`config.mk`:
```
export PLATFORM = sky130hd
export DESIGN_NAME = mem_port_arbiter_flat
export DESIGN_NICKNAME = d
export VERILOG_FILES = /design/src/rtl/mem_port_arbiter_if.sv /design/src/rtl/mem_port_arbiter.sv /design/src/flat_wrapper.sv
export SDC_FILE = /design/constraint.sdc
export NUM_CORES = 1
export LEC_CHECK = 0
export ABC_CLOCK_PERIOD_IN_PS = 1470
export BUFFER_PORTS_ARGS = -buffer_cell sky130_fd_sc_hd__buf_2
export CELL_PAD_IN_SITES_DETAIL_PLACEMENT = 0
export CELL_PAD_IN_SITES_GLOBAL_PLACEMENT = 1
export CORE_MARGIN = 4
export CORE_UTILIZATION = 26
export DETAILED_ROUTE_END_ITERATION = 10
export PLACE_DENSITY_LB_ADDON = 0.05
export SLEW_MARGIN = 20
export SYNTH_ARGS = -nofsm -noshare
export SYNTH_HDL_FRONTEND = slang
export SYNTH_SLANG_ARGS = --single-unit
```
`constraint.sdc`:
```
create_clock -name clk -period 1.47 [get_ports clk]
set_input_delay 0.294 -clock clk [delete_from_list [all_inputs] [get_ports clk]]
set_output_delay 0.294 -clock clk [all_outputs]
set_load 0.01 [all_outputs]
```
`src/rtl/mem_port_arbiter_if.sv`:
```
// Bundle of the fetch, load/store and shared-memory handshake signals around mem_port_arbiter.
// master = arbiter side, slave = core/memory side.
interface mem_port_arbiter_if #(
  parameter int ADDR_W = 32,
  parameter int DATA_W = 32
);
  logic              inst_req;
  logic [ADDR_W-1:0] inst_addr;
  logic              inst_addr_ok;
  logic              inst_data_ok;
  logic [DATA_W-1:0] inst_rdata;

  logic              data_req;
  logic              data_wr;
  logic [3:0]        data_wstrb;
  logic [ADDR_W-1:0] data_addr;
  logic [DATA_W-1:0] data_wdata;
  logic              data_addr_ok;
  logic              data_data_ok;
  logic [DATA_W-1:0] data_rdata;

  logic              mem_req;
  logic              mem_wr;
  logic [3:0]        mem_wstrb;
  logic [ADDR_W-1:0] mem_addr;
  logic [DATA_W-1:0] mem_wdata;
  logic              mem_addr_ok;
  logic              mem_data_ok;
  logic [DATA_W-1:0] mem_rdata;

  logic              stallreq_from_arb;
  logic              bus_err;

  modport master (
    input  inst_req, inst_addr,
    input  data_req, data_wr, data_wstrb, data_addr, data_wdata,
    input  mem_addr_ok, mem_data_ok, mem_rdata,
    output inst_addr_ok, inst_data_ok, inst_rdata,
    output data_addr_ok, data_data_ok, data_rdata,
    output mem_req, mem_wr, mem_wstrb, mem_addr, mem_wdata,
    output stallreq_from_arb, bus_err
  );

  modport slave (
    output inst_req, inst_addr,
    output data_req, data_wr, data_wstrb, data_addr, data_wdata,
    output mem_addr_ok, mem_data_ok, mem_rdata,
    input  inst_addr_ok, inst_data_ok, inst_rdata,
    input  data_addr_ok, data_data_ok, data_rdata,
    input  mem_req, mem_wr, mem_wstrb, mem_addr, mem_wdata,
    input  stallreq_from_arb, bus_err
  );
endinterface

```
`src/rtl/mem_port_arbiter.sv`:
```
// Shares one SRAM-like port between fetch and load/store, one outstanding transaction at a time.
// Define ARB_ROUND_ROBIN_EN for round-robin tie-break; default is fixed data priority.
module mem_port_arbiter #(
  parameter int ADDR_W      = 32,
  parameter int DATA_W      = 32,
  parameter int TIMEOUT_CYC = 255
) (
  input logic                clk,
  input logic                rst,
  mem_port_arbiter_if.master bus
);

  typedef enum logic [1:0] {S_IDLE, S_REQ, S_RESP} state_e;
  typedef enum logic {OWN_DATA = 1'b0, OWN_INST = 1'b1} owner_e;

  localparam logic [7:0] TIMEOUT_V = 8'(TIMEOUT_CYC);

  state_e            state_q, state_d;
  owner_e            owner_q, owner_d;
  logic              mem_wr_q, mem_wr_d;
  logic [3:0]        mem_wstrb_q, mem_wstrb_d;
  logic [ADDR_W-1:0] mem_addr_q, mem_addr_d;
  logic [DATA_W-1:0] mem_wdata_q, mem_wdata_d;
  logic [7:0]        cnt_q, cnt_d;

  logic              grant_data;
  logic              addr_ok;
  logic              data_ok;
  logic              abort;
  logic [DATA_W-1:0] rdata;

`ifdef ARB_ROUND_ROBIN_EN
  owner_e last_owner_q, last_owner_d;

  // On a tie, grant whichever side did not win the previous grant.
  always_comb begin
    if (bus.inst_req && bus.data_req) begin
      grant_data = (last_owner_q == OWN_INST);
    end else begin
      grant_data = bus.data_req;
    end
  end

  always_comb begin
    last_owner_d = last_owner_q;
    if (state_q == S_IDLE && (bus.inst_req || bus.data_req)) begin
      last_owner_d = grant_data ? OWN_DATA : OWN_INST;
    end
  end

  always_ff @(posedge clk or negedge rst) begin
    if (!rst) begin
      last_owner_q <= OWN_DATA;
    end else begin
      last_owner_q <= last_owner_d;
    end
  end
`else
  assign grant_data = bus.data_req;
`endif

  always_comb begin
    state_d     = state_q;
    owner_d     = owner_q;
    mem_wr_d    = mem_wr_q;
    mem_wstrb_d = mem_wstrb_q;
    mem_addr_d  = mem_addr_q;
    mem_wdata_d = mem_wdata_q;
    cnt_d       = cnt_q;
    addr_ok     = 1'b0;
    data_ok     = 1'b0;
    abort       = 1'b0;
    rdata       = '0;
    case (state_q)
      S_IDLE: begin
        if (bus.inst_req || bus.data_req) begin
          state_d = S_REQ;
          cnt_d   = '0;
          if (grant_data) begin
            owner_d     = OWN_DATA;
            mem_wr_d    = bus.data_wr;
            mem_wstrb_d = bus.data_wstrb;
            mem_addr_d  = bus.data_addr;
            mem_wdata_d = bus.data_wdata;
          end else begin
            owner_d     = OWN_INST;
            mem_wr_d    = 1'b0;
            mem_wstrb_d = 4'h0;
            mem_addr_d  = bus.inst_addr;
            mem_wdata_d = '0;
          end
        end
      end
      S_REQ: begin
        cnt_d = cnt_q + 8'd1;
        if (cnt_q == TIMEOUT_V) begin
          abort   = 1'b1;
          data_ok = 1'b1;
          state_d = S_IDLE;
        end else if (bus.mem_addr_ok) begin
          addr_ok = 1'b1;
          state_d = S_RESP;
        end
      end
      S_RESP: begin
        cnt_d = cnt_q + 8'd1;
        // A real response beats a timeout landing in the same cycle.
        if (bus.mem_data_ok) begin
          data_ok = 1'b1;
          rdata   = bus.mem_rdata;
          state_d = S_IDLE;
        end else if (cnt_q == TIMEOUT_V) begin
          abort   = 1'b1;
          data_ok = 1'b1;
          state_d = S_IDLE;
        end
      end
      default: state_d = S_IDLE;
    endcase
  end

  always_ff @(posedge clk or negedge rst) begin
    if (!rst) begin
      state_q     <= S_IDLE;
      owner_q     <= OWN_DATA;
      mem_wr_q    <= 1'b0;
      mem_wstrb_q <= 4'h0;
      mem_addr_q  <= '0;
      mem_wdata_q <= '0;
      cnt_q       <= '0;
    end else begin
      state_q     <= state_d;
      owner_q     <= owner_d;
      mem_wr_q    <= mem_wr_d;
      mem_wstrb_q <= mem_wstrb_d;
      mem_addr_q  <= mem_addr_d;
      mem_wdata_q <= mem_wdata_d;
      cnt_q       <= cnt_d;
    end
  end

  assign bus.inst_addr_ok = addr_ok && (owner_q == OWN_INST);
  assign bus.inst_data_ok = data_ok && (owner_q == OWN_INST);
  assign bus.inst_rdata   = (owner_q == OWN_INST) ? rdata : '0;
  assign bus.data_addr_ok = addr_ok && (owner_q == OWN_DATA);
  assign bus.data_data_ok = data_ok && (owner_q == OWN_DATA);
  assign bus.data_rdata   = (owner_q == OWN_DATA) ? rdata : '0;

  assign bus.mem_req   = (state_q == S_REQ);
  assign bus.mem_wr    = mem_wr_q;
  assign bus.mem_wstrb = mem_wstrb_q;
  assign bus.mem_addr  = mem_addr_q;
  assign bus.mem_wdata = mem_wdata_q;
  assign bus.bus_err   = abort;

  assign bus.stallreq_from_arb =
      ((state_q != S_IDLE) && !(state_q == S_RESP && bus.mem_data_ok)) ||
      ((state_q == S_IDLE) && (bus.inst_req || bus.data_req));

endmodule
```
`src/flat_wrapper.sv`:
```
// flat-port wrapper written by rule: the top's interface ports become plain ports
module mem_port_arbiter_flat 
#(
  parameter int ADDR_W      = 32,
  parameter int DATA_W      = 32,
  parameter int TIMEOUT_CYC = 255
)
  (clk, rst, bus_inst_req, bus_inst_addr, bus_data_req, bus_data_wr, bus_data_wstrb, bus_data_addr, bus_data_wdata, bus_mem_addr_ok, bus_mem_data_ok, bus_mem_rdata, bus_inst_addr_ok, bus_inst_data_ok, bus_inst_rdata, bus_data_addr_ok, bus_data_data_ok, bus_data_rdata, bus_mem_req, bus_mem_wr, bus_mem_wstrb, bus_mem_addr, bus_mem_wdata, bus_stallreq_from_arb, bus_bus_err);
  mem_port_arbiter_if #(.ADDR_W(ADDR_W), .DATA_W(DATA_W)) bus_i ();
  input logic clk;
  input logic rst;
  input wire logic [$bits(bus_i.inst_req)-1:0] bus_inst_req;
  input wire logic [$bits(bus_i.inst_addr)-1:0] bus_inst_addr;
  input wire logic [$bits(bus_i.data_req)-1:0] bus_data_req;
  input wire logic [$bits(bus_i.data_wr)-1:0] bus_data_wr;
  input wire logic [$bits(bus_i.data_wstrb)-1:0] bus_data_wstrb;
  input wire logic [$bits(bus_i.data_addr)-1:0] bus_data_addr;
  input wire logic [$bits(bus_i.data_wdata)-1:0] bus_data_wdata;
  input wire logic [$bits(bus_i.mem_addr_ok)-1:0] bus_mem_addr_ok;
  input wire logic [$bits(bus_i.mem_data_ok)-1:0] bus_mem_data_ok;
  input wire logic [$bits(bus_i.mem_rdata)-1:0] bus_mem_rdata;
  output wire logic [$bits(bus_i.inst_addr_ok)-1:0] bus_inst_addr_ok;
  output wire logic [$bits(bus_i.inst_data_ok)-1:0] bus_inst_data_ok;
  output wire logic [$bits(bus_i.inst_rdata)-1:0] bus_inst_rdata;
  output wire logic [$bits(bus_i.data_addr_ok)-1:0] bus_data_addr_ok;
  output wire logic [$bits(bus_i.data_data_ok)-1:0] bus_data_data_ok;
  output wire logic [$bits(bus_i.data_rdata)-1:0] bus_data_rdata;
  output wire logic [$bits(bus_i.mem_req)-1:0] bus_mem_req;
  output wire logic [$bits(bus_i.mem_wr)-1:0] bus_mem_wr;
  output wire logic [$bits(bus_i.mem_wstrb)-1:0] bus_mem_wstrb;
  output wire logic [$bits(bus_i.mem_addr)-1:0] bus_mem_addr;
  output wire logic [$bits(bus_i.mem_wdata)-1:0] bus_mem_wdata;
  output wire logic [$bits(bus_i.stallreq_from_arb)-1:0] bus_stallreq_from_arb;
  output wire logic [$bits(bus_i.bus_err)-1:0] bus_bus_err;
  assign bus_i.inst_req = bus_inst_req;
  assign bus_i.inst_addr = bus_inst_addr;
  assign bus_i.data_req = bus_data_req;
  assign bus_i.data_wr = bus_data_wr;
  assign bus_i.data_wstrb = bus_data_wstrb;
  assign bus_i.data_addr = bus_data_addr;
  assign bus_i.data_wdata = bus_data_wdata;
  assign bus_i.mem_addr_ok = bus_mem_addr_ok;
  assign bus_i.mem_data_ok = bus_mem_data_ok;
  assign bus_i.mem_rdata = bus_mem_rdata;
  assign bus_inst_addr_ok = bus_i.inst_addr_ok;
  assign bus_inst_data_ok = bus_i.inst_data_ok;
  assign bus_inst_rdata = bus_i.inst_rdata;
  assign bus_data_addr_ok = bus_i.data_addr_ok;
  assign bus_data_data_ok = bus_i.data_data_ok;
  assign bus_data_rdata = bus_i.data_rdata;
  assign bus_mem_req = bus_i.mem_req;
  assign bus_mem_wr = bus_i.mem_wr;
  assign bus_mem_wstrb = bus_i.mem_wstrb;
  assign bus_mem_addr = bus_i.mem_addr;
  assign bus_mem_wdata = bus_i.mem_wdata;
  assign bus_stallreq_from_arb = bus_i.stallreq_from_arb;
  assign bus_bus_err = bus_i.bus_err;
  mem_port_arbiter #(.ADDR_W(ADDR_W), .DATA_W(DATA_W), .TIMEOUT_CYC(TIMEOUT_CYC)) u_core (.clk(clk), .rst(rst), .bus(bus_i));
endmodule
```
==> impl_metrics.toml, run 1 <==
[synthesis]
post_synth_instance_area_um2 = 4019
post_synth_main_area_contributors = "dfrtp_1 50%, and2_1 10%, nand2_1 8.6%, mux2i_1 8.2%, o21ai_0 4.0%"
ys.warnings.count = 0
synth_top_family_by_area = "simple AND/OR/NAND/NOR gates"
netlist_instances = 426
top_cells_by_count_synth = "92 x nand2_1, 80 x dfrtp_1, 65 x and2_1, 33 x mux2i_1, 32 x o21ai_0"
synthAdderAreaFrac = 0.01245
synth-compound-area-share = 0.09651
yosysTopAreaCellShare = 0.4981
synth-edff-count = 0
synthesis.nets = 569
ys_async_sr_fraction = 1.000
synthesis.area_per_instance_um2 = 9.434
synth_area_leader_cell = "dfrtp_1"
ys_seq_area_frac = 0.4981
synth-xor-area-share = 0.006538
yosys.area_share.simple = 0.2600
synth_cell_types = 34
synthMostInstantiatedCell = "nand2_1"
synthMuxAreaShare = 0.08499
synth-main-ff-cell = "dfrtp_1"
synth-seq-cells = 80

[timing]
grt_setup_unrepaired = "yes"
drv_slew = 0
worst_pin_slew_ns = 0.6077
report.final.hold_viol_count = 0
fin_skew_ns = 0.006256
fin_crit_ns = 1.956
timing.final.setup_violations = 145
fin_worst_hold_slack_ns = 0.1783
totalNegativeSetupSlack_ns = -42.35
maxSlewHeadroom = 0.5949
fin_crit_sh = 1.330
final_critical_path_setup_slack_ns = -0.4856
max_freq_mhz = 511.4

[setup_path]
cp-end-kind = "output pin"
crit_required_ns = 1.18
startpoint_type = "flop"
critical_path_arrival_ns = 1.66
largest_fanout_on_the_critical_path = 32
critPathKind = "flop to output pin"

[detailed_routing]
dr.max_layer_used = "met5"
met1_length_um = 5675
initialDrtViolationCount = 61
count_of_tritonroute_iterations_in_the_first_routing_pass = 4
post-route-drc-count = 0
routed_wire_length_per_instance_um = 16.12
wl_met3_um = 1404
drt-total-wl_um = 15290
met2_length_um = 7935
dr_total_vias = 4326
antenna_left = 0
viasPerCell = 4.563

[grt]
first_pass_grt_wire_length_um = 22760
global_route_usage_over_all_layers = 0.1618
via_count_of_the_first_global_routing_pass = 4208
grt_antenna_before_repair = 2
grt_start_max_net_pins = 57
gr-total-overflow = 0

[die]
floorplan.die.width_um = 132.3
count_of_boundary_i_o_pins = 279
floorplan.rows = 45
core-area_um2 = 15150
die_outline_height_um = 132.3
dieArea_um2 = 17510
starting_density = 0.2653

[pwr]
ir_worst_vdd_v = 0.0008842
finalPower_uw = 14300
power-per-cell-area_nw_per_um2 = 1883
power.leakage_uw = 0.004132

[place]
place.port_buffers = 278
placed_cell_area_um2 = 6036
dp_hpwl_um = 11030
placed_cells_incl_taps = 895
finalWeightedCongestion = 0.7535

[final_layout]
fin_area_um2 = 7595
final_cell_count_no_fill = 948
finish.net_count = 898
post_route_cells_drive_above_1_share = 0.7197
multi_input_comb_area_um2 = 2698
areaGrowthSynthToFinish_pct = 88.98
layout.filler_cells = 1442
antennaDiodeCount = 0
seq_area_um2 = 2002

[cts]
ctsLongestPathBuffers = 2
cts_tree = "yes"
path_clk_slew_ns = 0.06
numClockSinks = 80
clockRootBuffer = "clkbuf_16"
htreeDepth = 3
clkLatencyLatePin_ns = 0.33
numCtsBuffers = 9

[run_status]
failed_checks = "setup timing"
run_status = "finished, violations left"

[worst_hold_path]
hold_class = "input port to flop"

[flow_run]
timing.max_cap.violations = 0
==> power by group <==
group / switching [uW] / internal, uW / leakage, uW
clock: 889 / 1750 / 0.000172
combinational: 3750 / 3960 / 0.00295
sequential: 799 / 3150 / 0.00101
total: 5440 / 8860 / 0.00413
==> layout make-up <==
| type | count | share of cell area |
|---|---|---|
| multi-input combinational | 316 | 0.3552 |
| timing repair buffer | 344 | 0.3015 |
| sequential | 80 | 0.2636 |
| clock buffer | 11 | 0.03328 |
| tap | 188 | 0.03097 |
| clock inverter | 5 | 0.01351 |
| inverter | 4 | 0.001977 |
==> registers in the layout, indices dropped and copies added (netlist names) <==
name and count:
u_core.bus.mem_addr 32, u_core.bus.mem_wdata 32, u_core.cnt_q 8, u_core.bus.mem_wstrb 4, u_core.state_q 2, u_core.bus.mem_wr 1
u_core.owner_q 1
==> cell families (layout without fill, tap and decap cells) <==
logic type	Yosys count	in the layout
adders and majority gates	4	4
buffers and inverters	33	364
DFF	80	80
and+or+nand+nor	211	214
xor gates and xnor gates	3	3
muxes	34	34
AOI/OAI and AO/OA	61	61
==> per-layer routing <==
layer / GRT usage / up-vias
li1: - / 2097
met1: 0.1765 / 2013
met2: 0.2924 / 191
met3: 0.05687 / 21
met4: 0.05254 / 4
met5: 0 / -
==> placed cells by master (no fill, tap or decap), types with 3 or more instances in the layout <==
| master | count |
|---|---|
| buf_12 | 17 |
| dfrtp_1 | 80 |
| nand2_2 | 39 |
| a22o_1 | 15 |
| and2_1 | 4 |
| nor2_1 | 5 |
| nand2_4 | 33 |
| nand3_1 | 24 |
| mux2i_1 | 33 |
| nand2_8 | 3 |
| buf_4 | 31 |
| buf_16 | 3 |
| nor3b_2 | 3 |
| clkbuf_16 | 14 |
| o21ai_1 | 17 |
| xnor2_1 | 3 |
| nor2_2 | 4 |
| ha_4 | 4 |
| nand3_2 | 3 |
| and2_4 | 62 |
| nor2_4 | 3 |
| buf_6 | 10 |
| buf_2 | 277 |
| nand2_1 | 19 |
| bufinv_16 | 3 |
| o21ai_2 | 17 |
==> through the flow <==
step / utilization / worst slack, ns
CTS: 0.4556 / -0.5164
detailed placement: 0.3985 / -0.3194
floorplan: - / -0.05708
global placement: 0.3985 / -0.2903
global route: 0.5014 / -0.6111
finish: 0.5014 / -0.4856
==> final timing paths <==
kind / to / slack [ns] / from / cells past startpoint
worst max-delay path: bus_inst_rdata[11] / -0.49 / u_core.state_q[0] / 7
worst min-delay path: u_core.bus.mem_wdata[14] / 0.18 / bus_data_wdata[14] / 2
worst max register to register: u_core.cnt_q[6] / -0.25 / u_core.state_q[1] / 8
worst min register to register: u_core.bus.mem_wdata[3] / 0.48 / u_core.bus.mem_wdata[3] / 2
max in group asynchronous: u_core.bus.mem_wdata[31] / 0.52 / rst / 3
min in group asynchronous: u_core.bus.mem_addr[25] / 0.43 / rst / 2
==> worst max-delay path, cell delays in order (launching register included) <==
cell,delay [ns]
dfrtp_1,0.39
inv_2,0.08
ha_4,0.15
nand2_2,0.10
nor2_4,0.14
buf_12,0.18
and2_4,0.15
buf_2,0.13
==> repair_timing <==
item / 4_1_cts / 5_1_grt
endpoints found under the hold margin: 22 / 0
pin swaps: 11 / 82
gates cloned: 7 / 7
setup buffers: 10 / 16
hold buffers: 1 / 0
endpoints found under the setup margin: 108 / 151
gates resized for setup: 52 / 166
No activity file was read; power rests on OpenSTA's default activity.
==> run 2: changes to the inputs <==
CORE_MARGIN = 8   (was 4)
REMOVE_ABC_BUFFERS = 1   (was default)
==> run 2 against run 1 <==
Net effect: the run still ends with setup timing left; fmax shrank 0.37%; core utilization shrank 0.77 points; clock power shrank 14%; clock skew is essentially flat; non-clock buffer count grew 12; sequential power shrank 2%.
==> impl_metrics.toml, run 2 (synthesized netlist as in run 1, its figures left out) <==
[grt]
gr-total-overflow = 0
via_count_of_the_first_global_routing_pass = 4386
grt_start_max_net_pins = 81
grt_antenna_before_repair = 0
global_route_usage_over_all_layers = 0.1517
first_pass_grt_wire_length_um = 23780

[detailed_routing]
initialDrtViolationCount = 127
drt-total-wl_um = 16900
viasPerCell = 4.510
dr_total_vias = 4316
antenna_left = 0
routed_wire_length_per_instance_um = 17.65
post-route-drc-count = 0
count_of_tritonroute_iterations_in_the_first_routing_pass = 4

[cts]
clockRootBuffer = "clkbuf_16"
numClockSinks = 80
cts_tree = "yes"
ctsLongestPathBuffers = 2
numCtsBuffers = 9
htreeDepth = 3
clkLatencyLatePin_ns = 0.34
path_clk_slew_ns = 0.06

[place]
dp_hpwl_um = 11850
finalWeightedCongestion = 0.7878
dp_worst_setup_slack_ns = -0.2350
place.port_buffers = 278
placed_cell_area_um2 = 5924

[timing]
timing.final.setup_violations = 125
drv_slew = 0
report.final.hold_viol_count = 0
fin_crit_sh = 1.335
maxSlewHeadroom = 0.5832
max_freq_mhz = 509.4
fin_crit_ns = 1.963
fin_skew_ns = 0.006436
final_critical_path_setup_slack_ns = -0.4930
grt_setup_unrepaired = "yes"
worst_pin_slew_ns = 0.6252

[setup_path]
startpoint_type = "flop"
largest_fanout_on_the_critical_path = 3
critPathKind = "flop to output pin"
crit_path_top_delay_cell = "dfrtp_1"
worstPathBufferInverterCount = 3
cp-end-kind = "output pin"
cpLargestDelayFamily = "flip-flops"
worstPathCellList = "buf_6, ha_4, buf_4, nor2b_2, o21ai_1, nor2_1, buf_2"
slowest_delay_ns = 0.40
critical_path_arrival_ns = 1.67
crit_required_ns = 1.18

[die]
core-area_um2 = 15150
dieArea_um2 = 19690
floorplan.die.width_um = 140.3
floorplan.rows = 45
starting_density = 0.2653
die_outline_height_um = 140.3
count_of_boundary_i_o_pins = 279

[flow_run]
timing.max_cap.violations = 0

[pwr]
power.leakage_uw = 0.004057
power-per-cell-area_nw_per_um2 = 1864
ir_worst_vdd_v = 0.0006638

[final_layout]
post_route_cells_drive_above_1_share = 0.6463
mostFrequentLayoutCells = "270 x buf_2, 80 x dfrtp_1, 61 x and2_1"
most_common_cell_after_layout_fill_and_taps_aside = "buf_2"
fin_area_um2 = 7478
areaGrowthSynthToFinish_pct = 86.08
antennaDiodeCount = 0
layout.filler_cells = 1475
final_core_util = 0.4938
finish.net_count = 909

[run_status]
run_status = "finished, violations left"
failed_checks = "setup timing"

[worst_hold_path]
hold_class = "input port to flop"
run 2: layout make-up:
class / instances / area, um2 / area share
inverter: 4 / 15.01 / 0.002008
timing repair buffer: 356 / 2402 / 0.3212
clock buffer: 11 / 252.7 / 0.03380
tap: 188 / 235.2 / 0.03145
clock inverter: 3 / 42.54 / 0.005688
multi-input combinational: 315 / 2529 / 0.3381
sequential: 80 / 2002 / 0.2677
run 2: worst reg2reg max path, cell delays in order (launching register included):
cell and delay (ns):
dfrtp_1 0.40, inv_2 0.11, ha_4 0.18, buf_4 0.12
buf_4 0.10, buf_6 0.09, o211ai_4 0.09, buf_6 0.14
nor3b_4 0.20, xnor2_1 0.13, nor2_1 0.05
run 2: layer usage:
metal	up-vias	wire length (um)	GRT usage
met5	-	0	0
met1	2007	6719	0.1682
met2	181	8271	0.2566
met3	17	1626	0.06388
li1	2111	-	-
met4	0	277	0.05200
run 2: per-stage QoR:
step / hold slack (ns) / power (uW) / TNS [ns] / std cells
final: 0.1699 / 13940 / -35.15 / 957
after global routing: 0.1650 / 14860 / -45.47 / 957
after CTS: 0.0001362 / 11220 / -35.72 / 928
after detailed placement: 0.3665 / 8590 / -21.03 / 909
after global placement: 0.3682 / 8536 / -18.25 / 909
after floorplan: -0.001591 / 6082 / -155.00 / 397
run 2: power by group:
part / leakage, uW / internal [uW] / total [uW] / switching [uW]
clock network: 0.000143 / 1390 / 2270 / 887
registers: 0.00101 / 3150 / 3880 / 735
logic: 0.00290 / 3940 / 7780 / 3840
total: 0.00406 / 8480 / 13900 / 5460
run 2: path summary, 6_finish.rpt:
kind | from | slack, ns | depth (start not counted) | end
max reg2reg | u_core.state_q[1] | -0.26 | 10 | u_core.cnt_q[3]
max in group asynchronous | rst | 0.57 | 3 | u_core.bus.mem_addr[9]
min | bus_data_wdata[14] | 0.17 | 2 | u_core.bus.mem_wdata[14]
min reg2reg | u_core.bus.mem_wdata[1] | 0.47 | 2 | u_core.bus.mem_wdata[1]
min in group asynchronous | rst | 0.52 | 3 | u_core.bus.mem_wdata[7]
max | u_core.state_q[1] | -0.49 | 7 | bus_bus_err
run 2: what timing repair did:
action	4_1_cts	5_1_grt
cloned	1	14
endpoints found under the hold margin	0	3
pin swaps	5	87
gates resized for setup	42	192
buffers inserted	4	14
setup endpoints to repair	151	150
hold buffers	0	1
